**config.mk**
```make
export PLATFORM = sky130hd
export DESIGN_NAME = regfile_wr_arbiter
export DESIGN_NICKNAME = d
export VERILOG_FILES = /design/src/rtl/regfile_wr_arbiter.sv
export SDC_FILE = /design/constraint.sdc
export NUM_CORES = 1
export LEC_CHECK = 0
export ABC_AREA = 1
export ABC_CLOCK_PERIOD_IN_PS = 11400
export CAP_MARGIN = 20
export CORE_ASPECT_RATIO = 0.9
export CORE_MARGIN = 3
export CORE_UTILIZATION = 40
export CTS_BUF_LIST = sky130_fd_sc_hd__clkbuf_4
export CTS_CLUSTER_SIZE = 14
export DETAILED_ROUTE_END_ITERATION = 7
export GPL_TIMING_DRIVEN = 0
export PLACE_DENSITY = 0.7
export SYNTH_ARGS = -nofsm -noshare
export SYNTH_HDL_FRONTEND = slang
export SYNTH_SLANG_ARGS = --single-unit
```
**constraint.sdc**
```tcl
create_clock -name clock -period 11.4 [get_ports clock]
set_clock_uncertainty 0.1 [all_clocks]
set_input_delay 1.71 -clock clock [delete_from_list [all_inputs] [get_ports clock]]
set_output_delay 1.71 -clock clock [all_outputs]
set_load 0.1 [all_outputs]
```
**src/rtl/regfile_wr_arbiter.sv**
```systemverilog
// Write-port arbiter for the 16x32 register memory (fp, sp, r0-r13).
// Two writeback sources (port 0 = ALU, port 1 = load) each feed a
// 1-entry holding register. One held entry is granted per cycle, oldest
// first, into a registered output stage that drives the memory write port.
// A combinational hazard lookup reports in-flight writes to the read side.
//
// Ports:
//   clock, reset   rising-edge clock, asynchronous active-high reset
//   wb_valid_i     per-port write request valid
//   wb_ready_o     per-port accept (comb.); transfer when valid & ready
//   wb_addr_i      per-port address, port p at [p*ADDR_W +: ADDR_W]
//   wb_data_i      per-port data,    port p at [p*DATA_W +: DATA_W]
//   mem_we_o       memory write enable (registered)
//   mem_addr_o     memory write address (registered)
//   mem_data_o     memory write data (registered)
//   hz_addr_i      register address being read this cycle
//   hz_pending_o   a write to hz_addr_i is in flight (comb.)
//   hz_data_o      youngest in-flight value for hz_addr_i, 0 if none (comb.)
//   idle_o         holding registers and output stage all empty (comb.)
module regfile_wr_arbiter #(
  parameter int unsigned ADDR_W = 4,
  parameter int unsigned DATA_W = 32
) (
  input  logic                  clock,
  input  logic                  reset,
  input  logic [1:0]            wb_valid_i,
  output logic [1:0]            wb_ready_o,
  input  logic [2*ADDR_W-1:0]   wb_addr_i,
  input  logic [2*DATA_W-1:0]   wb_data_i,
  output logic                  mem_we_o,
  output logic [ADDR_W-1:0]     mem_addr_o,
  output logic [DATA_W-1:0]     mem_data_o,
  input  logic [ADDR_W-1:0]     hz_addr_i,
  output logic                  hz_pending_o,
  output logic [DATA_W-1:0]     hz_data_o,
  output logic                  idle_o
);

  logic [1:0]        held;
  logic [ADDR_W-1:0] h_addr [2];
  logic [DATA_W-1:0] h_data [2];
  logic              older_vld;   // older is meaningful (both entries held)
  logic              older;       // port index of the older held entry
  logic              rr;          // fairness pointer, flips on every both-held grant

  logic [1:0]        grant;
  logic              sel;
  logic [1:0]        acc;
  logic [1:0]        keep;
  logic [1:0]        held_n;

  // Grant: a lone held entry wins; with two held, the older one wins.
  always_comb begin
    grant = held;
    sel   = 1'b0;
    if (held == 2'b11) begin
      sel   = older_vld ? older : rr;
      grant = sel ? 2'b10 : 2'b01;
    end
  end

  assign wb_ready_o = ~held | grant;
  assign acc        = wb_valid_i & wb_ready_o;
  // An entry that stays held is one that was not granted (so not replaced).
  assign keep       = held & ~grant;
  assign held_n     = acc | keep;

  // Holding registers, age tracking and output stage.
  always_ff @(posedge clock or posedge reset) begin
    if (reset) begin
      held       <= 2'b00;
      older_vld  <= 1'b0;
      older      <= 1'b0;
      rr         <= 1'b0;
      mem_we_o   <= 1'b0;
      mem_addr_o <= '0;
      mem_data_o <= '0;
      for (int p = 0; p < 2; p++) begin
        h_addr[p] <= '0;
        h_data[p] <= '0;
      end
    end else begin
      held <= held_n;
      for (int p = 0; p < 2; p++) begin
        if (acc[p]) begin
          h_addr[p] <= wb_addr_i[p*ADDR_W +: ADDR_W];
          h_data[p] <= wb_data_i[p*DATA_W +: DATA_W];
        end
      end
      // A surviving entry is always older than a freshly accepted one;
      // two fresh entries from the same edge leave port 0 as the older.
      older_vld <= &held_n;
      older     <= keep[1];
      if (held == 2'b11) begin
        rr <= ~rr;
      end
      if (|grant) begin
        mem_we_o   <= 1'b1;
        mem_addr_o <= grant[1] ? h_addr[1] : h_addr[0];
        mem_data_o <= grant[1] ? h_data[1] : h_data[0];
      end else begin
        mem_we_o <= 1'b0;
      end
    end
  end

  logic m0, m1, mo;

  // Hazard lookup: younger held > older held > output stage.
  always_comb begin
    m0           = held[0] && (h_addr[0] == hz_addr_i);
    m1           = held[1] && (h_addr[1] == hz_addr_i);
    mo           = mem_we_o && (mem_addr_o == hz_addr_i);
    hz_pending_o = m0 | m1 | mo;
    hz_data_o    = '0;
    if (m0 && m1) begin
      hz_data_o = older ? h_data[0] : h_data[1];
    end else if (m0) begin
      hz_data_o = h_data[0];
    end else if (m1) begin
      hz_data_o = h_data[1];
    end else if (mo) begin
      hz_data_o = mem_data_o;
    end
  end

  assign idle_o = ~held[0] & ~held[1] & ~mem_we_o;

endmodule

```
======== Yosys cells after proc, flatten, opt, wreduce, memory -nomap -nowiden ========
Cells that the tools add are included.
operators by class
  equality and inequality tests ........... 4
  mux-type cells .......................... 11
  bitwise logic cells ..................... 14
  reduce and logical (&&, ||, !) cells .... 6
operator list
  cell                count
  $mux 32             6
  $eq 4x4->1          3
  $and 2x2->2         2
  $logic_and 1x1->1   4
  $mux 2              2
  $mux 4              1
  $not 1->1           4
  $not 2->2           2
  $or 2x2->2          2
  $and 1x1->1         2
  $eq 2x2->1 const B  1
  $mux 1              2
  $or 1x1->1          2
  $reduce_and 2->1    1
  $reduce_or 2->1     1
word-level totals
  register bits ........................... 114
  bits of input ports ..................... 80
  output and inout port bits .............. 73
  word-level logic and storage cells ...... 46

======== Depth between registers and ports, before layout ========
  word-level depth ........................ 7
  mapped depth ............................ 11
  gate-level depth less buffers ........... 9

======== Worst setup path before layout ========
Ideal clock, no wire load.
  path type ............................... input port to output port
  from .................................... in hz_addr_i[3]
  to ...................................... out hz_data_o[16]
  arrival time ............................ 4031 ps
  data required time ...................... 9590 ps
  slack ................................... 5559 ps
  cell stages on the path ................. 9
  buffers on the path ..................... 1
  cells stage by stage .................... inv_1 > nand2_1 > o21ai_0 > inv_1 > buf_1 > nand4_1 > nand2_1 > nand2_1 > a21oi_1
on the way
  cells in the longest elaborated chain, start to end .. 6
  elaborated cells between the ends (all ways) .. 11
  classes of those cells .................. eq/ne (3); mux (4); reduce/logical (4)
RTL lines
  what               line  source
  from (decl)        33    input logic [ADDR_W-1:0] hz_addr_i,
  $eq 4x4->1         113   mo = mem_we_o && (mem_addr_o == hz_addr_i);
  $logic_and 1x1->1  113
  $mux 32            122   end else if (mo) begin
  $mux 32            120   end else if (m1) begin
  $mux 32            118   end else if (m0) begin
  $mux 32 *          116   if (m0 && m1) begin
  to (decl)          35    output logic [DATA_W-1:0] hz_data_o,
Mark *: on every way between the ends. The rest lies on a longest branch, timed or not.

======== Final worst setup path ========
  from .................................... in hz_addr_i[1]
  to ...................................... out hz_data_o[25]
The elaborated chain is that of the path after synthesis.

==> impl.org <==
** STA
- RSZ-0062 raised after global routing :: no
- Final-layout setup total negative slack :: 0 ns
- The worst pin sits at a relative slew slack of 33.92%.
- At the pin with the least slew margin, the transition time is around 0.99 ns.
- Final setup violating endpoints :: 0
- Post-route fraction of the period consumed by the critical path :: just under 60%
- Setup slack after layout :: 4.662 ns
- For this run, the top clock speed supported by timing is between 100 and 150 MHz.
- The number of hold violations in the final report was 0.
- The smallest clock period supported by the final layout is computed as a little under 7 ns.
- Final slew viol count :: 0

** Route
- After detailed routing, the wire length on met1 is about 9800 um.
- 1st-iter DRT viols :: around 730
- Vias post-DR :: slightly below 7000
- DRT Pass-1 Iters :: 6
- Routed signal wires occupy layers up through met4.
- The count of nets left with antenna violations once routing finished came out at 0.
- After detailed routing, the number of remaining DRC violations is 0.
- Final wirelength :: roughly 22000 um
- Dividing the detail-routed via count by the number of cells gives 5.376.
- Routed wire length on met2 :: 10060 um
- In the final routed layout, each cell accounts on average for 17.46 um.
- The routed design uses around 2000 um of met3 wire.

** Global routing
- The number of antenna violations at the first check in global routing is 1.
- Pin count of the biggest net entering global routing :: 61
- The total overflow left after global routing is 0.
- Global routing usage summed across all routing layers :: roughly 25%
- Vias in the first global route :: roughly 6600
- First-pass GRT wire length :: about 35000 um

** Yosys
- Counting every instance in the synthesized netlist gives between 800 and 900.
- Sequential cell area fraction in the yosys report :: about 44%
- Count of synthesis-stage warnings from yosys :: 0
- Fraction of synthesis flops using an asynchronous set or reset pin :: 100.0%
- Number of library cell types mapped by synthesis :: 26
- Syn nets :: ~970
- A synthesized cell averages just over 7 sq um.
- The mapped netlist covers roughly 6400 sq um.
- Post-synth EDFFs :: 0
- Number of flip-flops and latches in the synthesized netlist :: approximately 110
- For this run, the leading register cell type out of synthesis is sky130_fd_sc_hd__dfrtp_1.

** Clocking
- Clock tree synthesis selected as its root buffer the cell sky130_fd_sc_hd__clkbuf_4.
- Post-CTS Setup Bufs :: 0
- Clock Tree Buf Depth :: 2
- Hold buffers post-CTS :: 0
- # H-tree levels :: 4
- Sink Count :: roughly 110
- In this run, post-CTS repair resized a total of 0 instances.
- The later pin in the worst-skew pair is clocked with a latency of approximately 0.56 ns.
- Clock tree synthesis inserted a total of 17 buffers.
- TritonCTS built the clock tree.
- Reg clk slew, reported paths :: 0.09 ns

** Die
- Area of the die :: approximately 18000 sq um
- For this design the top-level I/O count stands at roughly 150.
- Number of placement rows :: between 40 and 50
- Die width :: approximately 140 um
- From bottom edge to top edge, the die measures around 130 um.
- Floorplan core area :: between 15000 and 20000 sq um
- Once the floorplan was initialized, standard cells occupied 41.24% of the core.

** Setup path
- The setup path with the least slack is of type in2out.
- The worst setup path is launched from a primary input.
- Category of the worst setup path capture point :: output port
- The largest single stage delay on the critical path is between 1 and 1.5 ns.
- In this run the worst path has a maximum fanout of 10.
- Data on the critical path arrives at its endpoint at between 4 and 5 ns.
- Most frequent cell on the critical path :: sky130_fd_sc_hd__nand2_1
- Buffering stage count on the worst path with inverters included :: 4
- Among cell families on the critical path, the largest total delay comes from buffers and inverters.
- The critical path goes through clkdlybuf4s50_1 -> inv_2 -> nand2_1 -> nand2_1 -> nor2_1 -> buf_2 -> nand4_1 -> nand2_1 -> nand2_1 -> a21oi_1 -> clkdlybuf4s50_1.
- Data required time at the worst endpoint :: ~9.6 ns
- CP max stage cell :: sky130_fd_sc_hd__clkdlybuf4s50_1
- Logic depth of the worst setup path including buffers :: 11
- The number of cells on the worst reg-to-reg path is 6.

** Min path
- Worst hold path depth :: 1
- The tightest min-delay check is of the reg2reg type.

** Layout
- Most used cells in the layout excluding fill and tap cells :: sky130_fd_sc_hd__nor2_1 (178), sky130_fd_sc_hd__nand2_1 (156), sky130_fd_sc_hd__clkdlybuf4s50_1 (152)
- The finished layout holds between 1000 and 1500 standard cells, fillers aside.
- Once layout is complete, the utilization of the core stands at 54.41%.
- The finished cells cover 8459 sq um.
- The post-route netlist has between 8 and 9% of its cells at a drive strength greater than 1.
- Final layout net count :: 1140
- Most common library cell in the layout ignoring fill and taps :: sky130_fd_sc_hd__nor2_1
- Area Growth Syn to Fin :: 31.92%
- Counting the fill cells in the layout gives 1581.

** Placement
- The number of placed instances, taps included, is roughly 1200.
- Once detailed placement completed, the half-perimeter wirelength came to 15400 um.
- Final Wtd Congestion :: just under 0.9
- Setup slack at placement :: 4.719 ns
- Number of port buffers :: between 150 and 200
- Once placement finished, the instance area stood at approximately 8200 sq um.

** Power
- Power spread over the standard cell area amounts to about 330 nW/um^2.
- IR analysis of the VDD net gives a maximum drop of around 0.00023 V.
- Leakage power :: between 0.003 and 0.004 uW

** Run status
- The run finished with clean final reports.

** Job
- Across the run, the number of max-cap violations was 0.
==> area by class of cell <==
type	instances	area, sq um	area share (%)
buffer	64	349.1	4.127
inverter	84	320.3	3.786
antenna	1	2.502	0.02958
timing repair buffer	153	1549	18.31
sequential	114	2853	33.72
multi-input combinational	626	2895	34.23
clock inverter	9	65.06	0.7691
clock buffer	23	172.7	2.041
tap	202	252.7	2.988
==> per-stage QoR <==
stage | total power, uW | hold WS, ns
2_1_floorplan | 2001 | 0.3472
3_3_place_gp | 2468 | 0.3640
3_5_place_dp | 2486 | 0.3658
4_1_cts | 2756 | 0.3834
5_1_grt | 2899 | 0.3982
6_report | 2765 | 0.3797
==> sequential cells by signal, summed over array words and instances (netlist names) <==
| name | count |
|---|---|
| h_addr | 8 |
| h_data | 64 |
| held | 2 |
| mem_addr_o | 4 |
| mem_data_o | 32 |
| mem_we_o | 1 |
| older | 1 |
| older_vld | 1 |
| rr | 1 |
==> worst paths after layout <==
| check | endpoint | start | slack [ns] |
|---|---|---|---|
| hold / removal | rr | rr | 0.38 |
| setup reg to reg | h_data[22] | older | 9.38 |
| min in group asynchronous | h_addr[5] | reset | 1.50 |
| max in group asynchronous | h_data[44] | reset | 9.02 |
| setup / recovery | hz_data_o[25] | hz_addr_i[1] | 4.66 |
| hold reg to reg | rr | rr | 0.38 |
==> per-layer routing <==
metal | GRT usage (%) | vias up
met2 | 38.77 | 346
met5 | 0 | -
met3 | 6.264 | 45
met4 | 6.559 | 0
met1 | 36.32 | 3217
li1 | - | 3252
==> power breakdown <==
| group | switching (uW) | internal, uW | leakage (uW) |
|---|---|---|---|
| logic | 1370 | 424 | 0.00247 |
| clock network | 154 | 118 | 0.000142 |
| registers | 142 | 559 | 0.00128 |
==> cell usage after synthesis (3+ instances only) <==
master                     count  share of area (%)
sky130_fd_sc_hd__buf_2        27                2.1
sky130_fd_sc_hd__clkbuf_1     15               0.88
sky130_fd_sc_hd__dfrtp_1     114                 44
sky130_fd_sc_hd__nand3_1      39                3.0
sky130_fd_sc_hd__nor2_1      178                 10
sky130_fd_sc_hd__o21ai_0      67                5.2
sky130_fd_sc_hd__buf_1         4               0.23
sky130_fd_sc_hd__nand2_1     156                9.1
sky130_fd_sc_hd__nand4_1      32                3.1
sky130_fd_sc_hd__a21oi_1     103                8.0
sky130_fd_sc_hd__o211ai_1     37                4.3
sky130_fd_sc_hd__inv_2         4               0.23
sky130_fd_sc_hd__buf_4        15                1.8
sky130_fd_sc_hd__nand2_2       3               0.29
sky130_fd_sc_hd__inv_1        80                4.7
==> logic make-up (layout without fill, tap and decap cells) <==
group                  after synthesis  count (layout)  share of synthesized area (%)
buffers and inverters              148             333                          10.36
AND/OR/NAND/NOR                    412             412                          26.58
AO/OA/AOI/OAI                      211             211                          18.17
XOR/XNOR                             3               3                         0.4098
other                                0               1                              0
flip-flops                         114             114                          44.49
Power figures use the tool's default switching activity.
